$ cat config.mk
export PLATFORM = sky130hd
export DESIGN_NAME = ts_window_z_seq_flat
export DESIGN_NICKNAME = d
export VERILOG_FILES = /design/src/rtl/ts_window_z_seq_pkg.sv /design/src/rtl/ts_window_z_seq_if.sv /design/src/rtl/ts_window_z_add.sv /design/src/rtl/ts_window_z_seq.sv /design/src/flat_wrapper.sv
export SDC_FILE = /design/constraint.sdc
export NUM_CORES = 1
export LEC_CHECK = 0
export CAP_MARGIN = 25
export CORE_UTILIZATION = 48
export CTS_CLUSTER_SIZE = 12
export DETAILED_ROUTE_END_ITERATION = 10
export GPL_TIMING_DRIVEN = 0
export PLACE_DENSITY = 0.77
export SLEW_MARGIN = 10
export SYNTH_ARGS = -nofsm -noshare
export SYNTH_HDL_FRONTEND = slang
export SYNTH_SLANG_ARGS = --single-unit
$ cat constraint.sdc
create_clock -name clk -period 2.7 [get_ports clk]
set_input_delay 0.27 -clock clk [delete_from_list [all_inputs] [get_ports clk]]
set_output_delay 0.27 -clock clk [all_outputs]
set_load 0.02 [all_outputs]
$ cat src/rtl/ts_window_z_seq_pkg.sv
// Shared constants and FSM state encoding for the z-window sequencer.
package ts_window_z_seq_pkg;

    localparam int STUB_Z_PHY_BITS   = 12;
    localparam int WINDOW_Z_DAT_BITS = 8;
    localparam int STATE_BITS        = 3;

    typedef enum logic [STATE_BITS-1:0] {
        ST_IDLE   = 3'd0,
        ST_LOOKUP = 3'd1,
        ST_ADD_LO = 3'd2,
        ST_ADD_HI = 3'd3,
        ST_CAPT   = 3'd4,
        ST_OUT    = 3'd5
    } seq_state_e;

endpackage

$ cat src/rtl/ts_window_z_seq_if.sv
// Stub-in / LUT / window-out bus of the z-window sequencer.
// master = surrounding logic (stub buffer, LUT, comparator); slave = sequencer.
interface ts_window_z_seq_if
    import ts_window_z_seq_pkg::*;
#(
    parameter int Z_BITS    = STUB_Z_PHY_BITS,
    parameter int OFS_BITS  = WINDOW_Z_DAT_BITS,
    parameter int ADDR_BITS = 6
);
    logic                        in_valid;
    logic                        in_ready;
    logic signed [Z_BITS-1:0]    in_z;
    logic [ADDR_BITS-1:0]        in_addr;

    logic                        lut_rd;
    logic [ADDR_BITS-1:0]        lut_addr;
    logic signed [OFS_BITS-1:0]  lut_lo;
    logic signed [OFS_BITS-1:0]  lut_hi;

    logic                        out_valid;
    logic                        out_ready;
    logic signed [Z_BITS-1:0]    out_lo;
    logic signed [Z_BITS-1:0]    out_hi;
    logic                        out_empty;

    modport master (
        output in_valid, in_z, in_addr, lut_lo, lut_hi, out_ready,
        input  in_ready, lut_rd, lut_addr, out_valid, out_lo, out_hi, out_empty
    );

    modport slave (
        input  in_valid, in_z, in_addr, lut_lo, lut_hi, out_ready,
        output in_ready, lut_rd, lut_addr, out_valid, out_lo, out_hi, out_empty
    );

endinterface

$ cat src/rtl/ts_window_z_add.sv
// Registered signed adder: Z_BITS + OFS_BITS operands, Z_BITS+1 result so
// the sum can never wrap; one cycle of latency.
module ts_window_z_add #(
    parameter int Z_BITS   = 12,
    parameter int OFS_BITS = 8
) (
    input  logic                       clk,
    input  logic                       rst,
    input  logic signed [Z_BITS-1:0]   a,
    input  logic signed [OFS_BITS-1:0] b,
    output logic signed [Z_BITS:0]     sum
);

    logic [Z_BITS:0] a_ext;
    logic [Z_BITS:0] b_ext;

    assign a_ext = {a[Z_BITS-1], a};
    assign b_ext = {{(Z_BITS+1-OFS_BITS){b[OFS_BITS-1]}}, b};

    // NOTE: clocked state uses non-blocking assignment so every register samples pre-edge values.
    always_ff @(posedge clk or posedge rst) begin
        if (rst) begin
            sum <= '0;
        end else begin
            sum <= a_ext + b_ext;
        end
    end

endmodule

$ cat src/rtl/ts_window_z_seq.sv
// Turns one accepted stub into a clamped (lo, hi) z window using a single
// shared adder: lookup, add lower offset, add upper offset, capture, present.
module ts_window_z_seq
    import ts_window_z_seq_pkg::*;
#(
    parameter int Z_BITS    = STUB_Z_PHY_BITS,
    parameter int OFS_BITS  = WINDOW_Z_DAT_BITS,
    parameter int ADDR_BITS = 6,
    parameter int Z_MIN     = -(2**(Z_BITS-1)),
    parameter int Z_MAX     = 2**(Z_BITS-1)-1
) (
    input logic               clk,
    input logic               rst,
    ts_window_z_seq_if.slave  bus
);

    localparam logic signed [Z_BITS:0] Z_MIN_W = (Z_BITS+1)'(Z_MIN);
    localparam logic signed [Z_BITS:0] Z_MAX_W = (Z_BITS+1)'(Z_MAX);

    seq_state_e                 state;
    seq_state_e                 state_nxt;
    logic signed [Z_BITS-1:0]   z_q;
    logic [ADDR_BITS-1:0]       addr_q;
    logic signed [OFS_BITS-1:0] ofs_hi_q;
    logic signed [OFS_BITS-1:0] add_b;
    logic signed [Z_BITS:0]     sum;
    logic signed [Z_BITS:0]     raw_lo_q;
    logic signed [Z_BITS-1:0]   lo_clamped;
    logic signed [Z_BITS-1:0]   hi_clamped;

    function automatic logic signed [Z_BITS-1:0] clamp(input logic signed [Z_BITS:0] v);
        if (v < Z_MIN_W) return Z_MIN_W[Z_BITS-1:0];
        if (v > Z_MAX_W) return Z_MAX_W[Z_BITS-1:0];
        return v[Z_BITS-1:0];
    endfunction

    always_ff @(posedge clk or posedge rst) begin
        if (rst) begin
            state <= ST_IDLE;
        end else begin
            state <= state_nxt;
        end
    end

    // NOTE: every output of this block gets a default first, so no path can infer a latch.
    always_comb begin
        state_nxt     = state;
        bus.in_ready  = 1'b0;
        bus.lut_rd    = 1'b0;
        bus.out_valid = 1'b0;
        add_b         = ofs_hi_q;
        unique case (state)
            ST_IDLE: begin
                bus.in_ready = 1'b1;
                if (bus.in_valid) state_nxt = ST_LOOKUP;
            end
            ST_LOOKUP: begin
                bus.lut_rd = 1'b1;
                state_nxt  = ST_ADD_LO;
            end
            ST_ADD_LO: begin
                add_b     = bus.lut_lo;
                state_nxt = ST_ADD_HI;
            end
            ST_ADD_HI: state_nxt = ST_CAPT;
            ST_CAPT:   state_nxt = ST_OUT;
            ST_OUT: begin
                bus.out_valid = 1'b1;
                if (bus.out_ready) state_nxt = ST_IDLE;
            end
            default: state_nxt = ST_IDLE;
        endcase
    end

    ts_window_z_add #(
        .Z_BITS   (Z_BITS),
        .OFS_BITS (OFS_BITS)
    ) u_add (
        .clk (clk),
        .rst (rst),
        .a   (z_q),
        .b   (add_b),
        .sum (sum)
    );

    // In CAPT the adder still holds the upper sum, so it is clamped straight from the adder.
    assign lo_clamped   = clamp(raw_lo_q);
    assign hi_clamped   = clamp(sum);
    assign bus.lut_addr = addr_q;

    always_ff @(posedge clk or posedge rst) begin
        if (rst) begin
            z_q           <= '0;
            addr_q        <= '0;
            ofs_hi_q      <= '0;
            raw_lo_q      <= '0;
            bus.out_lo    <= '0;
            bus.out_hi    <= '0;
            bus.out_empty <= 1'b0;
        end else begin
            if (state == ST_IDLE && bus.in_valid) begin
                z_q    <= bus.in_z;
                addr_q <= bus.in_addr;
            end
            // The lower offset goes straight into the adder; only the upper one needs holding.
            if (state == ST_ADD_LO) ofs_hi_q <= bus.lut_hi;
            if (state == ST_ADD_HI) raw_lo_q <= sum;
            if (state == ST_CAPT) begin
                bus.out_lo    <= lo_clamped;
                bus.out_hi    <= hi_clamped;
                bus.out_empty <= (lo_clamped > hi_clamped);
            end
        end
    end

endmodule

$ cat src/flat_wrapper.sv
// flat-port wrapper written by rule: the top's interface ports become plain ports
module ts_window_z_seq_flat import ts_window_z_seq_pkg::*;
#(
    parameter int Z_BITS    = STUB_Z_PHY_BITS,
    parameter int OFS_BITS  = WINDOW_Z_DAT_BITS,
    parameter int ADDR_BITS = 6,
    parameter int Z_MIN     = -(2**(Z_BITS-1)),
    parameter int Z_MAX     = 2**(Z_BITS-1)-1
)
  (clk, rst, bus_in_valid, bus_in_z, bus_in_addr, bus_lut_lo, bus_lut_hi, bus_out_ready, bus_in_ready, bus_lut_rd, bus_lut_addr, bus_out_valid, bus_out_lo, bus_out_hi, bus_out_empty);
  ts_window_z_seq_if #(.Z_BITS(Z_BITS), .OFS_BITS(OFS_BITS), .ADDR_BITS(ADDR_BITS)) bus_i ();
  input logic clk;
  input logic rst;
  input wire logic [$bits(bus_i.in_valid)-1:0] bus_in_valid;
  input wire logic [$bits(bus_i.in_z)-1:0] bus_in_z;
  input wire logic [$bits(bus_i.in_addr)-1:0] bus_in_addr;
  input wire logic [$bits(bus_i.lut_lo)-1:0] bus_lut_lo;
  input wire logic [$bits(bus_i.lut_hi)-1:0] bus_lut_hi;
  input wire logic [$bits(bus_i.out_ready)-1:0] bus_out_ready;
  output wire logic [$bits(bus_i.in_ready)-1:0] bus_in_ready;
  output wire logic [$bits(bus_i.lut_rd)-1:0] bus_lut_rd;
  output wire logic [$bits(bus_i.lut_addr)-1:0] bus_lut_addr;
  output wire logic [$bits(bus_i.out_valid)-1:0] bus_out_valid;
  output wire logic [$bits(bus_i.out_lo)-1:0] bus_out_lo;
  output wire logic [$bits(bus_i.out_hi)-1:0] bus_out_hi;
  output wire logic [$bits(bus_i.out_empty)-1:0] bus_out_empty;
  assign bus_i.in_valid = bus_in_valid;
  assign bus_i.in_z = bus_in_z;
  assign bus_i.in_addr = bus_in_addr;
  assign bus_i.lut_lo = bus_lut_lo;
  assign bus_i.lut_hi = bus_lut_hi;
  assign bus_i.out_ready = bus_out_ready;
  assign bus_in_ready = bus_i.in_ready;
  assign bus_lut_rd = bus_i.lut_rd;
  assign bus_lut_addr = bus_i.lut_addr;
  assign bus_out_valid = bus_i.out_valid;
  assign bus_out_lo = bus_i.out_lo;
  assign bus_out_hi = bus_i.out_hi;
  assign bus_out_empty = bus_i.out_empty;
  ts_window_z_seq #(.Z_BITS(Z_BITS), .OFS_BITS(OFS_BITS), .ADDR_BITS(ADDR_BITS), .Z_MIN(Z_MIN), .Z_MAX(Z_MAX)) u_core (.clk(clk), .rst(rst), .bus(bus_i));
endmodule
==> results.tsv <==
metric	value	unit
status	complete, no violations	
worst path bufs/invs	1	
critical path's slowest cell	or3b_4	
Comb power frac	60.7	%
Max Fclk	383.1	MHz
fin crit share	96.67	%
Syn. warnings	0	
antenna violations before repair	0	
CP delay by family, top	simple AND/OR/NAND/NOR gates	
clock-pin slew on the worst setup and hold paths	0.08	ns
DP HPWL	5.872	mm
starting density of the core	50.56	%
Avg Cell Area, Syn	11.17	sq um
Core ar.	7888	sq um
final net count	511	
routed vias/inst	5.130	
Post-Syn Area	3988	sq um
most used cell, CP	nand2_2	
CTS Sinks	80	
port bufs	71	
DR pass1 iterations	4	
post-layout min period	2.610	ns
pwr dens	1494	nW/um^2
Synth Flop Type	dfrtp_1	
largest net degree at the start of global routing	46	
share of cells above drive strength 1	23.84	%
Post-Synthesis Cells	357	
HP Class	input pin to async pin	
Psw	3.167	mW
CTS Buf Count	9	
crit start category	register	
dpl cell area	4856	sq um
Sw Share	40.71	%
post-layout util	66.02	%
ANT cells	0	
leakage power	2.324	nW
final hold slack	0.2957	ns
Flop pwr share	28.2	%
Post-synth EDFFs	0	
first-pass GRT wire length	13.19	mm
post-synthesis sequential area ratio	50.20	%
Total GRT Usage	19.42	%
Worst EP arrival	2.88	ns
H-tree depth	3	
Max clock buf depth	2	
Clk pwr share	11.1	%
Setup CP Type	register to register	
root buf cell	clkbuf_8	
relative slew slack	65.59	%
Die Ht	93.15	um
Critical Path Fanout Max	6	
fin cells	555	
detailed-route via count	2847	
TritonCTS clock tree	yes	
Crit path required time	2.97	ns
fillers	618	
DRC Markers	0	
Distinct cells, synth	49	
Row Count	32	
max incr delay on CP	0.44	ns
Die Width	93.15	um
Max-cap violations	0	
reg2reg path depth	11	
most common cell after layout, fill and taps aside	dfrtp_1	
Worst Setup End Kind	register	
CTS Hold Buffers Added	0	
full die area	8676	sq um
WL/cell	13.98	um
Internal Power	4.612	mW
final instance area	5207	sq um
ys async rst share	100.0	%
worst-margin pin slew	0.5149	ns
post-route antenna net violation count	0	
Skew-Pair Late Insertion Delay	0.35	ns
Max Slew Vio Count	0	
routability cong.	0.8770	
IO Count	72	
final setup TNS	0	ns
iteration-0 DRC count of the detailed router	95	
Fin. Hold Viols	0	
crit-path cells	buf_6 > or3b_4 > nand2_2 > nand2_2 > ha_4 > fa_2 > a21o_1 > a21oi_4 > o211ai_2 > and3_4 > o211ai_1	
Layout Skew	0.009191	ns
register bit total from synthesis	80	
final setup fails	0	
global route overflow	0	
Crit path depth	11	
R2R Setup Slk	0.09	ns
WL final	7.758	mm
RSZ-0062 raised after global routing	yes	
area grow syn2layout	30.59	%
Cells after DPL	531	
Peak supply drop	0.0006089	V
Synth Net Count	420	
vias in the first global route	2853	
most frequent cells in the layout	dfrtp_1, clkdlybuf4s50_1, nand2_1	
==> worst reg2reg max path, cell delays in order, from the launching register on <==
cell and delay, ns:
dfrtp_1 0.39, buf_6 0.14, or3b_4 0.44, nand2_2 0.09
nand2_2 0.07, ha_4 0.17, fa_2 0.36, a21o_1 0.22
a21oi_4 0.19, o211ai_2 0.13, and3_4 0.20, o211ai_1 0.14
==> cell type report <==
| cell class | instances | area [sq um] | share of cell area, % |
|---|---|---|---|
| Buffer | 16 | 128.9 | 2.475 |
| Clock buffer | 11 | 131.4 | 2.523 |
| Clock inverter | 5 | 57.56 | 1.105 |
| Inverter | 4 | 17.52 | 0.3364 |
| Multi-Input combinational cell | 256 | 1937 | 37.19 |
| Sequential cell | 80 | 2002 | 38.44 |
| Tap cell | 102 | 127.6 | 2.451 |
| Timing Repair Buffer | 81 | 805.8 | 15.47 |
==> repair_timing <==
item / in CTS / in global routing
endpoints found under the setup margin: 6 / 7
pin swaps: 7 / 13
buffers inserted: 1 / 8
gates resized for setup: 9 / 14
==> final timing paths <==
path	start	end
worst max register to register	u_core.state[0]	u_core.u_add.sum[10]
worst min-delay path	rst	u_core.bus.out_hi[2]
worst min register to register	u_core.ofs_hi_q[6]	u_core.ofs_hi_q[6]
worst max-delay path	u_core.state[0]	u_core.u_add.sum[10]
min in group clk	bus_lut_hi[6]	u_core.ofs_hi_q[6]
max in group asynchronous	rst	u_core.u_add.sum[0]
==> synth_stat cells (2+ instances only) <==
cell       n  share of area, %
nor2_1    27               2.5
nand3_1    3              0.38
nor3_1     2              0.25
or2_2      3              0.47
buf_2      6              0.75
inv_1      4              0.38
o211ai_1   2              0.38
nand4_1    4              0.63
xor2_1     4              0.88
nand2_1   62               5.8
buf_4      3              0.56
nor3b_1    2              0.38
nor2b_1    6              0.94
mux2_4    10               3.8
o21ai_0   16               2.0
o21ai_1    2              0.25
buf_6      2              0.56
nand2b_1   3              0.47
mux2_2    32               9.0
o31ai_1    2              0.38
a211oi_1   2              0.38
a21oi_1   21               2.6
dfrtp_1   80                50
xnor2_1    4              0.88
a21o_1     5              0.94
ha_1      24               7.5
clkbuf_1   4              0.38
==> cell families (layout without fill, tap and decap cells) <==
logic type | count (synthesis) | in the layout | synth area share, %
XOR/XNOR | 8 | 8 | 1.757
buffers and inverters | 21 | 117 | 3.514
multiplexers | 42 | 42 | 12.80
flip-flops | 80 | 80 | 50.20
adder cells (fa/ha/maj) | 25 | 25 | 8.033
AND/OR/NAND/NOR | 122 | 122 | 14.50
AO/OA/AOI/OAI | 59 | 59 | 9.194
==> registers in the layout, indices dropped and copies added (netlist names) <==
name	flops
u_core.u_add.sum	13
u_core.bus.out_hi	12
u_core.bus.out_lo	12
u_core.state	3
u_core.ofs_hi_q	8
u_core.raw_lo_q	13
u_core.bus.lut_addr	6
u_core.z_q	12
u_core.bus.out_empty	1
==> power by group through the flow <==
stage	Clock [mW]	Sequential, mW	Combinational, mW
floorplan	0	2.40	2.86
global placement	0	2.16	4.19
detailed placement	0	2.19	4.35
CTS	0.876	2.18	4.45
global route	0.933	2.26	5.21
finish	0.861	2.19	4.73
==> layer usage <==
layer	track usage (%)	share of wire, %
met5	0	0
met2	31.92	48
met4	8.077	1.8
met3	3.333	4.7
met1	25.40	45
==> stage by stage <==
stage	worst slack [ns]	power, mW
global placement	-0.8097	6.352
detailed placement	-0.2997	6.542
floorplan	0.02930	5.262
global route	-0.04582	8.396
finish	0.08997	7.779
CTS	0.0005116	7.505
Power figures use the tool's default switching activity.
